[config.mk]
export PLATFORM = sky130hd
export DESIGN_NAME = dcache_init_sweeper_flat
export DESIGN_NICKNAME = d
export VERILOG_FILES = /design/src/rtl/dcache_init_sweeper.sv /design/src/rtl/dcache_init_sweeper_if.sv /design/src/flat_wrapper.sv
export SDC_FILE = /design/constraint.sdc
export NUM_CORES = 1
export LEC_CHECK = 0
export BUFFER_PORTS_ARGS = -buffer_cell sky130_fd_sc_hd__buf_2
export CORE_MARGIN = 2
export CORE_UTILIZATION = 35
export DETAILED_ROUTE_END_ITERATION = 6
export GPL_ROUTABILITY_DRIVEN = 0
export PLACE_DENSITY_LB_ADDON = 0.3
export SLEW_MARGIN = 20
export SYNTH_ARGS = -nofsm -noshare
export SYNTH_HDL_FRONTEND = slang
export SYNTH_SLANG_ARGS = --single-unit
[constraint.sdc]
create_clock -name clk_i -period 2 [get_ports clk_i]
set_input_delay 0.1 -clock clk_i [delete_from_list [all_inputs] [get_ports clk_i]]
set_output_delay 0.1 -clock clk_i [all_outputs]
set_load 0.05 [all_outputs]
[src/rtl/dcache_init_sweeper.sv]
// D-cache tag/valid invalidate sweeper: clears every way of every set after reset and on flush.
// config_pkg carries the geometry subset of the CVA6 configuration consumed here.
package config_pkg;
  typedef struct packed {
    int unsigned DCACHE_NUM_WORDS;
    int unsigned DCACHE_SET_ASSOC;
  } cva6_cfg_t;

  localparam cva6_cfg_t cva6_cfg_empty = '{DCACHE_NUM_WORDS: 32'd256, DCACHE_SET_ASSOC: 32'd8};
endpackage

module dcache_init_sweeper #(
  parameter config_pkg::cva6_cfg_t CVA6Cfg      = config_pkg::cva6_cfg_empty,
  parameter bit                    SweepOnReset = 1'b1
) (
  input  logic                  clk_i,
  input  logic                  rst_i,
  dcache_init_sweeper_if.master bus
);
  localparam int unsigned     NumSets = CVA6Cfg.DCACHE_NUM_WORDS;
  localparam int unsigned     IdxW    = (NumSets > 1) ? $clog2(NumSets) : 1;
  localparam int unsigned     Ways    = CVA6Cfg.DCACHE_SET_ASSOC;
  localparam logic [IdxW-1:0] LastIdx = IdxW'(NumSets - 1);

  typedef enum logic [1:0] {IDLE, ARM, SWEEP, DONE} state_e;

  state_e          state_q;
  logic            busy_q;
  logic            done_q;
  logic            init_valid_q;
  logic            req_q;
  logic [IdxW-1:0] idx_q;
  logic [Ways-1:0] way_we_q;

  // Outputs are registered alongside the state they belong to, so each branch
  // loads the values for the state being entered.
  always_ff @(posedge clk_i or posedge rst_i) begin
    if (rst_i) begin
      state_q      <= SweepOnReset ? ARM : IDLE;
      busy_q       <= SweepOnReset;
      done_q       <= 1'b0;
      init_valid_q <= 1'b0;
      req_q        <= 1'b0;
      idx_q        <= '0;
      way_we_q     <= '0;
    end else begin
      done_q <= 1'b0;
      case (state_q)
        IDLE: begin
          if (bus.flush_i) begin
            state_q <= ARM;
            busy_q  <= 1'b1;
          end
        end
        ARM: begin
          state_q  <= SWEEP;
          idx_q    <= '0;
          req_q    <= 1'b1;
          way_we_q <= '1;
        end
        SWEEP: begin
          if (bus.gnt_i) begin
            // Explicit terminal compare keeps non-power-of-2 set counts correct.
            if (idx_q == LastIdx) begin
              state_q      <= DONE;
              idx_q        <= '0;
              req_q        <= 1'b0;
              way_we_q     <= '0;
              busy_q       <= 1'b0;
              done_q       <= 1'b1;
              init_valid_q <= 1'b1;
            end else begin
              idx_q <= idx_q + IdxW'(1);
            end
          end
        end
        DONE: begin
          if (bus.flush_i) begin
            state_q <= ARM;
            busy_q  <= 1'b1;
          end else begin
            state_q <= IDLE;
          end
        end
        default: begin
          state_q  <= IDLE;
          busy_q   <= 1'b0;
          req_q    <= 1'b0;
          way_we_q <= '0;
        end
      endcase
    end
  end

  assign bus.busy_o        = busy_q;
  assign bus.done_o        = done_q;
  assign bus.init_valid_o  = init_valid_q;
  assign bus.req_o         = req_q;
  assign bus.idx_o         = idx_q;
  assign bus.way_we_o      = way_we_q;
  assign bus.wdata_valid_o = 1'b0;
endmodule
[src/rtl/dcache_init_sweeper_if.sv]
// Tag/valid SRAM invalidate-sweep bus: flush request and status toward the controller,
// write request/grant toward the tag SRAM arbiter.
interface dcache_init_sweeper_if #(
  parameter int unsigned IdxW = 8,
  parameter int unsigned Ways = 8
);
  logic            flush_i;
  logic            busy_o;
  logic            done_o;
  logic            init_valid_o;
  logic            req_o;
  logic            gnt_i;
  logic [IdxW-1:0] idx_o;
  logic [Ways-1:0] way_we_o;
  logic            wdata_valid_o;

  modport master (
    input  flush_i, gnt_i,
    output busy_o, done_o, init_valid_o, req_o, idx_o, way_we_o, wdata_valid_o
  );

  modport slave (
    output flush_i, gnt_i,
    input  busy_o, done_o, init_valid_o, req_o, idx_o, way_we_o, wdata_valid_o
  );
endinterface

[src/flat_wrapper.sv]
// flat-port wrapper written by rule: the top's interface ports become plain ports
module dcache_init_sweeper_flat 
#(
  parameter config_pkg::cva6_cfg_t CVA6Cfg      = config_pkg::cva6_cfg_empty,
  parameter bit                    SweepOnReset = 1'b1
)
  (clk_i, rst_i, bus_flush_i, bus_gnt_i, bus_busy_o, bus_done_o, bus_init_valid_o, bus_req_o, bus_idx_o, bus_way_we_o, bus_wdata_valid_o);
  dcache_init_sweeper_if bus_i ();
  input  logic clk_i;
  input  logic rst_i;
  input wire logic [$bits(bus_i.flush_i)-1:0] bus_flush_i;
  input wire logic [$bits(bus_i.gnt_i)-1:0] bus_gnt_i;
  output wire logic [$bits(bus_i.busy_o)-1:0] bus_busy_o;
  output wire logic [$bits(bus_i.done_o)-1:0] bus_done_o;
  output wire logic [$bits(bus_i.init_valid_o)-1:0] bus_init_valid_o;
  output wire logic [$bits(bus_i.req_o)-1:0] bus_req_o;
  output wire logic [$bits(bus_i.idx_o)-1:0] bus_idx_o;
  output wire logic [$bits(bus_i.way_we_o)-1:0] bus_way_we_o;
  output wire logic [$bits(bus_i.wdata_valid_o)-1:0] bus_wdata_valid_o;
  assign bus_i.flush_i = bus_flush_i;
  assign bus_i.gnt_i = bus_gnt_i;
  assign bus_busy_o = bus_i.busy_o;
  assign bus_done_o = bus_i.done_o;
  assign bus_init_valid_o = bus_i.init_valid_o;
  assign bus_req_o = bus_i.req_o;
  assign bus_idx_o = bus_i.idx_o;
  assign bus_way_we_o = bus_i.way_we_o;
  assign bus_wdata_valid_o = bus_i.wdata_valid_o;
  dcache_init_sweeper #(.CVA6Cfg(CVA6Cfg), .SweepOnReset(SweepOnReset)) u_core (.clk_i(clk_i), .rst_i(rst_i), .bus(bus_i));
endmodule
==> impl_results.rst, run 1 <==
.. list-table::
   :header-rows: 1

   * - Metric
     - Value
   * - Final WL
     - 1570 um
   * - R2r setup slk
     - 0.34 ns
   * - Synthesized flop and latch total
     - 14
   * - Library cell contributing the largest single delay on the critical path
     - sky130_fd_sc_hd__dfstp_2
   * - Leak Pwr
     - 0.476 nW
   * - Worst slew slack as a fraction of its limit
     - 63.5%
   * - Initial detailed-routing violation count
     - 7
   * - Number of clock sinks
     - 14
   * - Critical path, cell by cell
     - inv_1, ha_1, inv_1, a41oi_4, a21oi_2, mux2_1
   * - RSZ-0062 raised after global routing
     - false
   * - Worst Path Max Fanout
     - 5
   * - Post-layout net count
     - 112
   * - Maximum level of the CTS H-tree
     - 1
   * - Number of buffers added by the clock tree synthesis step
     - 3
   * - Mux contribution to synthesized area
     - 2.48%
   * - Worst hold start
     - bus_flush_i
   * - R2R depth
     - 6
   * - XOR/XNOR share of the synthesized area
     - 5.11%
   * - Period Utilization, post-route
     - 83.2%
   * - Class of the tightest hold or removal check
     - input port to register
   * - Largest cells by area after synthesis
     - sky130_fd_sc_hd__dfrtp_1, sky130_fd_sc_hd__ha_1, sky130_fd_sc_hd__buf_4
   * - Setup crit end kind
     - register
   * - Final count of hold timing violations
     - 0
   * - Distinct cell type count of the synthesized netlist
     - 33
   * - Die width
     - 53.5 um
   * - Post-synthesis adder-cell area fraction
     - 8.76%
   * - Outcome
     - complete, no violations
   * - Avg Cell Area, Syn
     - 10.3 um2
   * - Critical Path Start Type
     - register
   * - HPWL after DPL
     - 1220 um
   * - CTS clock-pin slew for the worst setup and hold paths
     - 0.08 ns
   * - Largest buffer count on any clock path
     - 2
   * - Beginning of the critical path
     - u_core.state_q[0]
   * - Clock root buffer
     - sky130_fd_sc_hd__clkbuf_4
   * - Final setup skew
     - 0.00843 ns
   * - Dominant cell type by area after synthesis
     - sky130_fd_sc_hd__dfrtp_1
   * - Number of synthesized flops with an enable pin
     - 0
   * - Top-level port count
     - 25
   * - First-pass GRT wire length
     - 2390 um
   * - Final Slew Violations
     - 0
   * - Fraction of layout cells with a size suffix above 1
     - 35.6%
   * - Dominant combinational cell family by area after synthesis
     - simple AND/OR/NAND/NOR gates
   * - Initial antenna violation count
     - 0
   * - Worst path setup slack after routing
     - 0.336 ns
   * - Capturing instance or port of the critical path
     - u_core.state_q[1]
   * - Overall via count from detail_route
     - 609
   * - Average detailed-routed wire length per instance
     - 12.1 um
   * - First-pass DRT Iterations
     - 4
   * - IR drop worst, VDD
     - 0.000469 V
   * - Crit path required time
     - 2.16 ns
   * - Share of flip-flops with an asynchronous set or reset
     - 100%
   * - Nets in the synthesized netlist
     - 93
   * - Critical Path Most Common Cell
     - sky130_fd_sc_hd__inv_1
   * - Top post-synthesis cells by count
     - sky130_fd_sc_hd__dfrtp_1, sky130_fd_sc_hd__buf_4, sky130_fd_sc_hd__nor2_1, sky130_fd_sc_hd__ha_1
   * - Yosys warning count
     - 0
   * - Maximum capacitance violations
     - 0
   * - Aggregate global routing overflow
     - 0
   * - Critical path class
     - register to register
   * - Count of buffers inserted at the top-level ports
     - 23
   * - Transition time at the pin with the least slew margin
     - 0.547 ns
   * - Post-synth top flop
     - sky130_fd_sc_hd__dfrtp_1
   * - Die area
     - 0.00286 mm2
   * - Proportion of netlist area held by the largest area contributor
     - 35.0%
   * - Final period demand of the worst path
     - 1.66 ns
   * - Mapped Area
     - 857 um2
   * - Placement-stage worst setup slack
     - 0.341 ns
   * - Layout overhead on the synthesized area
     - 12.6%
   * - Via count of the first global-routing pass
     - 560
   * - Highest clock rate
     - 601 MHz
   * - Critical path's largest stage delay
     - 0.55 ns
   * - Startpoint of the most critical register-to-register path
     - u_core.state_q[0]
   * - Clk_lat worst skew
     - 0.28 ns
   * - WP data arrival
     - 1.82 ns
   * - Sequential-to-total area share from yosys stat
     - 41.2%
   * - Gate Count Post-Synth
     - 83
   * - Maximum number of pins on one net before global-route repair
     - 15
   * - # diodes
     - 0
   * - Total power density per cell area
     - 931 mW/mm2
   * - Dominant cell by count in the synthesized netlist
     - sky130_fd_sc_hd__dfrtp_1
   * - Row Count
     - 17
   * - Buffers inserted by post-CTS timing repair
     - 0
   * - CTS tree
     - done
   * - Vias/cell
     - 4.72
   * - Residual DRC count
     - 0
   * - Die Y-Extent
     - 53.5 um
   * - Final sum of negative setup slack
     - 0 ns
   * - Reg2Reg Capture Point
     - u_core.state_q[1]
   * - Post-synthesis compound-gate area fraction
     - 11.7%
   * - CORE AREA
     - 0.00225 mm2
   * - Fraction of the mapped netlist area in simple logic gates
     - 19.0%
   * - Count of cells along the worst hold path
     - 3
   * - Filler instances
     - 239
   * - Post-detailed-route count of antenna-violating nets
     - 0
   * - Final number of setup-violating endpoints
     - 0
   * - Initial cell density of the core
     - 38.0%
   * - GRT Util Overall
     - 12.0%
[registers in the layout, summed over array words and instances (netlist names)]
signal / cells
u_core.bus.idx_o: 8
u_core.state_q: 2
u_core.bus.busy_o: 1
u_core.bus.done_o: 1
u_core.bus.init_valid_o: 1
u_core.bus.way_we_o: 1
[through the flow]
step | cells | total power [mW] | utilization (%) | hold WS (ns) | instance area [um2]
finish | 129 | 0.898 | 42.8 | 0.158 | 965
global route | 129 | 0.952 | 42.8 | 0.178 | 965
CTS | 129 | 0.915 | 42.8 | 0.147 | 965
detailed placement | 124 | 0.737 | 41.2 | 0.187 | 928
global placement | 124 | 0.732 | 41.2 | 0.176 | 928
floorplan | 83 | 0.656 | - | -0.0122 | 857
[final cells by class]
cell class                 instances  area (um2)  share of cell area, %
inverter                           5        18.8                   1.95
tap                               28        35.0                   3.63
clock buffer                       4        26.3                   2.72
sequential                        14         353                   36.6
multi-input combinational         54         407                   42.2
timing repair buffer              24         125                   13.0
[placed cells by master, fill, tap and decap left out, types with 2 or more instances in the layout]
master	n
sky130_fd_sc_hd__xor2_1	3
sky130_fd_sc_hd__nor2_1	8
sky130_fd_sc_hd__nand4_1	2
sky130_fd_sc_hd__dfstp_2	2
sky130_fd_sc_hd__clkbuf_4	3
sky130_fd_sc_hd__nor2b_1	3
sky130_fd_sc_hd__nor3_1	2
sky130_fd_sc_hd__xnor2_1	2
sky130_fd_sc_hd__nand3_1	3
sky130_fd_sc_hd__nand2_1	5
sky130_fd_sc_hd__ha_1	6
sky130_fd_sc_hd__inv_1	5
sky130_fd_sc_hd__dfrtp_1	12
sky130_fd_sc_hd__buf_2	23
sky130_fd_sc_hd__and3_4	2
[worst min path at each step]
stage,slack [ns],endpoint
2_1_floorplan,-0.01,u_core.bus.done_o
3_3_place_gp,0.18,u_core.state_q[1]
3_5_place_dp,0.19,u_core.state_q[1]
4_1_cts,0.15,u_core.state_q[0]
5_1_grt,0.18,u_core.state_q[0]
6_report,0.16,u_core.state_q[0]
[per-layer routing]
metal / GRT usage, % / up-vias / part of all wire, %
met3: 5.08 / 2 / 4.7
met1: 14.2 / 290 / 45
met5: 0 / - / 0
met2: 19.5 / 13 / 49
met4: 3.85 / 0 / 0.70
li1: - / 304 / -
[worst max-delay path, delay by kind of cell, from the launching register on]
| family | cells | cell delay [ns] |
|---|---|---|
| buf+inv | 2 | 0.20 |
| fa+ha+maj | 1 | 0.26 |
| flops | 1 | 0.55 |
| compound gates | 2 | 0.22 |
| mux | 1 | 0.33 |
[cell families after synthesis]
family                     count (synthesis)
muxes                                      2
and+or+nand+nor                           29
AOI/OAI and AO/OA                         11
xor gates and xnor gates                   5
adders and majority gates                  6
other                                      1
DFF                                       14
buffers and inverters                     15
[where the power goes]
| part | internal, mW | switching [mW] |
|---|---|---|
| logic | 0.0884 | 0.247 |
| registers | 0.331 | 0.0649 |
| clock network | 0.0773 | 0.0898 |
[what timing repair did]
item	in CTS	in global routing
setup endpoints to repair	0	0
resized for setup	0	0
hold buffers	1	0
hold endpoints to repair	12	0
Note: power is estimated with default switching activity, not from simulation.
==> inputs of run 2 (changes only) <==
Clock period 2 ns to 1.7 ns, I/O delays scaled along.
==> run 2 against run 1 <==
Effect of this change:
- register-to-register slack lost 0.20 ns
- setup slack worse by 0.20 ns
- first-iteration DRC count unchanged
- sequential share of layout area shrank 0.97 points
- flip-flop and latch count unchanged
- non-clock buffer count rose by 3
- largest cell class unchanged
- critical endpoint is now u_core.bus.idx_o[5]
- routed wire length fell by 0.32%
- final cell count is 2.3% higher
- clock skew rose by 0.0039 ns
==> impl_results.rst, run 2 (same netlist as run 1, synthesis figures left out) <==
.. list-table::
   :header-rows: 1

   * - Metric
     - Value
   * - Outcome
     - complete, no violations
   * - Overall via count from detail_route
     - 616 (+1.1%)
   * - Number of instances in the placed design
     - 127 (+2.4%)
   * - Maximum capacitance violations
     - 0 (unchanged)
   * - Die area
     - 0.00286 mm2 (unchanged)
   * - Max FFs per register
     - 8 (unchanged)
   * - Leading cell types in the layout, fill and taps excluded
     - sky130_fd_sc_hd__buf_2, sky130_fd_sc_hd__nor2_1, sky130_fd_sc_hd__dfrtp_1
   * - Clock root buffer
     - sky130_fd_sc_hd__clkbuf_4
   * - Die Y-Extent
     - 53.5 um (unchanged)
   * - Cell family with the largest share of critical-path delay
     - simple AND/OR/NAND/NOR gates
   * - Critical Path Start Type
     - register
   * - Post-layout net count
     - 115 (+2.7%)
   * - Die width
     - 53.5 um (unchanged)
   * - CTS tree
     - done
   * - Final Slew Violations
     - 0 (unchanged)
   * - Initial cell density of the core
     - 38.0% (unchanged)
   * - Global routing met1 resource utilization
     - 15.7% (+1.6 points)
   * - Worst hold start
     - bus_flush_i
   * - HPWL after DPL
     - 1230 um (+0.82%)
   * - Filler instances
     - 250 (+4.6%)
   * - Row Count
     - 17 (unchanged)
   * - First-pass GRT wire length
     - 2700 um (+13%)
   * - Critical path's largest stage delay
     - 0.55 ns (about the same)
   * - GRT Util Overall
     - 13.1% (+1.1 points)
   * - Final standard cell count with taps included and fillers excluded
     - 132 (+2.3%)
   * - Largest buffer count on any clock path
     - 2 (unchanged)
   * - Leak Pwr
     - 0.484 nW (+1.6%)
   * - Transition time at the pin with the least slew margin
     - 0.546 ns (-0.000350 ns)
   * - Via count of the first global-routing pass
     - 619 (+11%)
   * - Maximum level of the CTS H-tree
     - 1 (unchanged)
   * - Final count of hold timing violations
     - 0 (unchanged)
   * - Final sum of negative setup slack
     - 0 ns (unchanged)
   * - Number of clock sinks
     - 14 (unchanged)
   * - Layout overhead on the synthesized area
     - 17.7%
   * - Number of buffers added by the clock tree synthesis step
     - 3 (unchanged)
   * - Count of cells along the worst hold path
     - 3 (unchanged)
   * - Met3 routing resource usage after global routing
     - 4.24% (-0.85 points)
   * - Maximum number of pins on one net before global-route repair
     - 15 (unchanged)
   * - Reg2Reg Capture Point
     - u_core.bus.idx_o[5]
   * - R2r setup slk
     - 0.14 ns (-0.20 ns)
   * - Initial detailed-routing violation count
     - 7 (unchanged)
   * - End point of the most critical hold path
     - u_core.state_q[0]
   * - Setup crit end kind
     - register
   * - R2R depth
     - 6 (unchanged)
   * - Clk_lat worst skew
     - 0.28 ns (about the same)
   * - Critical path, cell by cell
     - inv_1, ha_2, and2_4, and4_4, or2_4, nor2_1
   * - Most common cell after layout, fill and taps aside
     - sky130_fd_sc_hd__buf_2
   * - Final setup skew
     - 0.0124 ns (+0.00395 ns)
   * - Residual DRC count
     - 0 (unchanged)
   * - Startpoint of the most critical register-to-register path
     - u_core.state_q[0]
   * - Final period demand of the worst path
     - 1.56 ns (-0.104 ns)
   * - Worst slew slack as a fraction of its limit
     - 63.5% (about the same)
   * - Average detailed-routed wire length per instance
     - 11.8 um (-2.6%)
   * - Top-level port count
     - 25 (unchanged)
   * - Fraction of layout cells with a size suffix above 1
     - 44.2% (+8.6 points)
   * - RSZ-0062 raised after global routing
     - false
   * - Total power density per cell area
     - 1070 mW/mm2 (+15%)
   * - Worst Path Max Fanout
     - 7 (+2)
   * - Post-detailed-route count of antenna-violating nets
     - 0 (unchanged)
   * - GRT met2 Usage
     - 23.3% (+3.7 points)
   * - Crit path required time
     - 1.92 ns (-0.24 ns)
   * - Vias/cell
     - 4.67 (-1.1%)
   * - Critical path class
     - register to register
   * - Initial antenna violation count
     - 0 (unchanged)
   * - # diodes
     - 0 (unchanged)
   * - IR drop worst, VDD
     - 0.000591 V (+26%)
   * - Class of the tightest hold or removal check
     - input port to register
   * - Aggregate global routing overflow
     - 0 (unchanged)
   * - Buffer and inverter count on the worst path
     - 1 (-1)
   * - CTS clock-pin slew for the worst setup and hold paths
     - 0.09 ns (about the same)
   * - CORE AREA
     - 0.00225 mm2 (unchanged)
   * - Most used routing layer
     - met2
   * - Library cell contributing the largest single delay on the critical path
     - sky130_fd_sc_hd__dfstp_2
   * - Count of buffers inserted at the top-level ports
     - 23 (unchanged)
   * - Final number of setup-violating endpoints
     - 0 (unchanged)
   * - Highest clock rate
     - 641 MHz (+6.7%)
   * - Period Utilization, post-route
     - 91.7% (+8.6 points)
   * - WP data arrival
     - 1.77 ns (-0.05 ns)
   * - Final WL
     - 1560 um (-0.32%)
   * - First-pass DRT Iterations
     - 2 (-2)
==> run 2: repair_timing <==
action,4_1_cts,5_1_grt
endpoints found under the setup margin,0,2
gates resized for setup,0,1
hold buffers,1,0
endpoints found under the hold margin,12,0
setup buffers,0,0
==> run 2: worst max-delay path by stage <==
stage	startpoint	to	slack (ns)	depth (start not counted)
after detailed placement	u_core.state_q[0]	u_core.bus.idx_o[5]	0.09	6
after global placement	u_core.state_q[0]	u_core.bus.idx_o[4]	0.13	6
after global routing	u_core.state_q[0]	u_core.bus.idx_o[5]	0.04	6
after floorplan	u_core.bus.idx_o[0]	u_core.state_q[1]	0.03	5
final	u_core.state_q[0]	u_core.bus.idx_o[5]	0.14	6
after CTS	u_core.state_q[0]	u_core.bus.idx_o[5]	0.08	6
==> run 2: metrics by stage <==
stage	total power, mW	worst slack (ns)	utilization, %	instance area [um2]	hold WS (ns)
floorplan	0.795	0.0276	-	876	-0.0275
global placement	0.886	0.125	43.0	970	0.155
detailed placement	0.891	0.0911	43.0	970	0.162
CTS	1.09	0.0815	44.6	1010	0.173
global route	1.15	0.0409	44.7	1010	0.206
finish	1.08	0.140	44.7	1010	0.178
==> run 2: layout make-up <==
class,instances,area [um2],area share (%)
well taps,28,35.0,3.47
inverters,5,18.8,1.86
flip-flops and latches,14,359,35.6
repair buffers,27,148,14.6
clock buffers,4,26.3,2.61
multi-input cells,54,422,41.8
==> run 2: worst reg2reg max path, cell delays in order (launching register included) <==
cell	delay, ns
sky130_fd_sc_hd__dfstp_2	0.55
sky130_fd_sc_hd__inv_1	0.05
sky130_fd_sc_hd__ha_2	0.21
sky130_fd_sc_hd__and2_4	0.17
sky130_fd_sc_hd__and4_4	0.19
sky130_fd_sc_hd__or2_4	0.24
sky130_fd_sc_hd__nor2_1	0.10
==> run 2: metal layers <==
| layer | vias up | part of all wire, % |
|---|---|---|
| li1 | 312 | - |
| met1 | 294 | 44 |
| met2 | 10 | 53 |
| met3 | 0 | 3.1 |
| met4 | 0 | 0 |
| met5 | - | 0 |
==> run 2: where the power goes <==
| part | switching (mW) | total (mW) | internal [mW] |
|---|---|---|---|
| registers | 0.0834 | 0.482 | 0.399 |
| logic | 0.288 | 0.402 | 0.115 |
| clock network | 0.104 | 0.195 | 0.0908 |
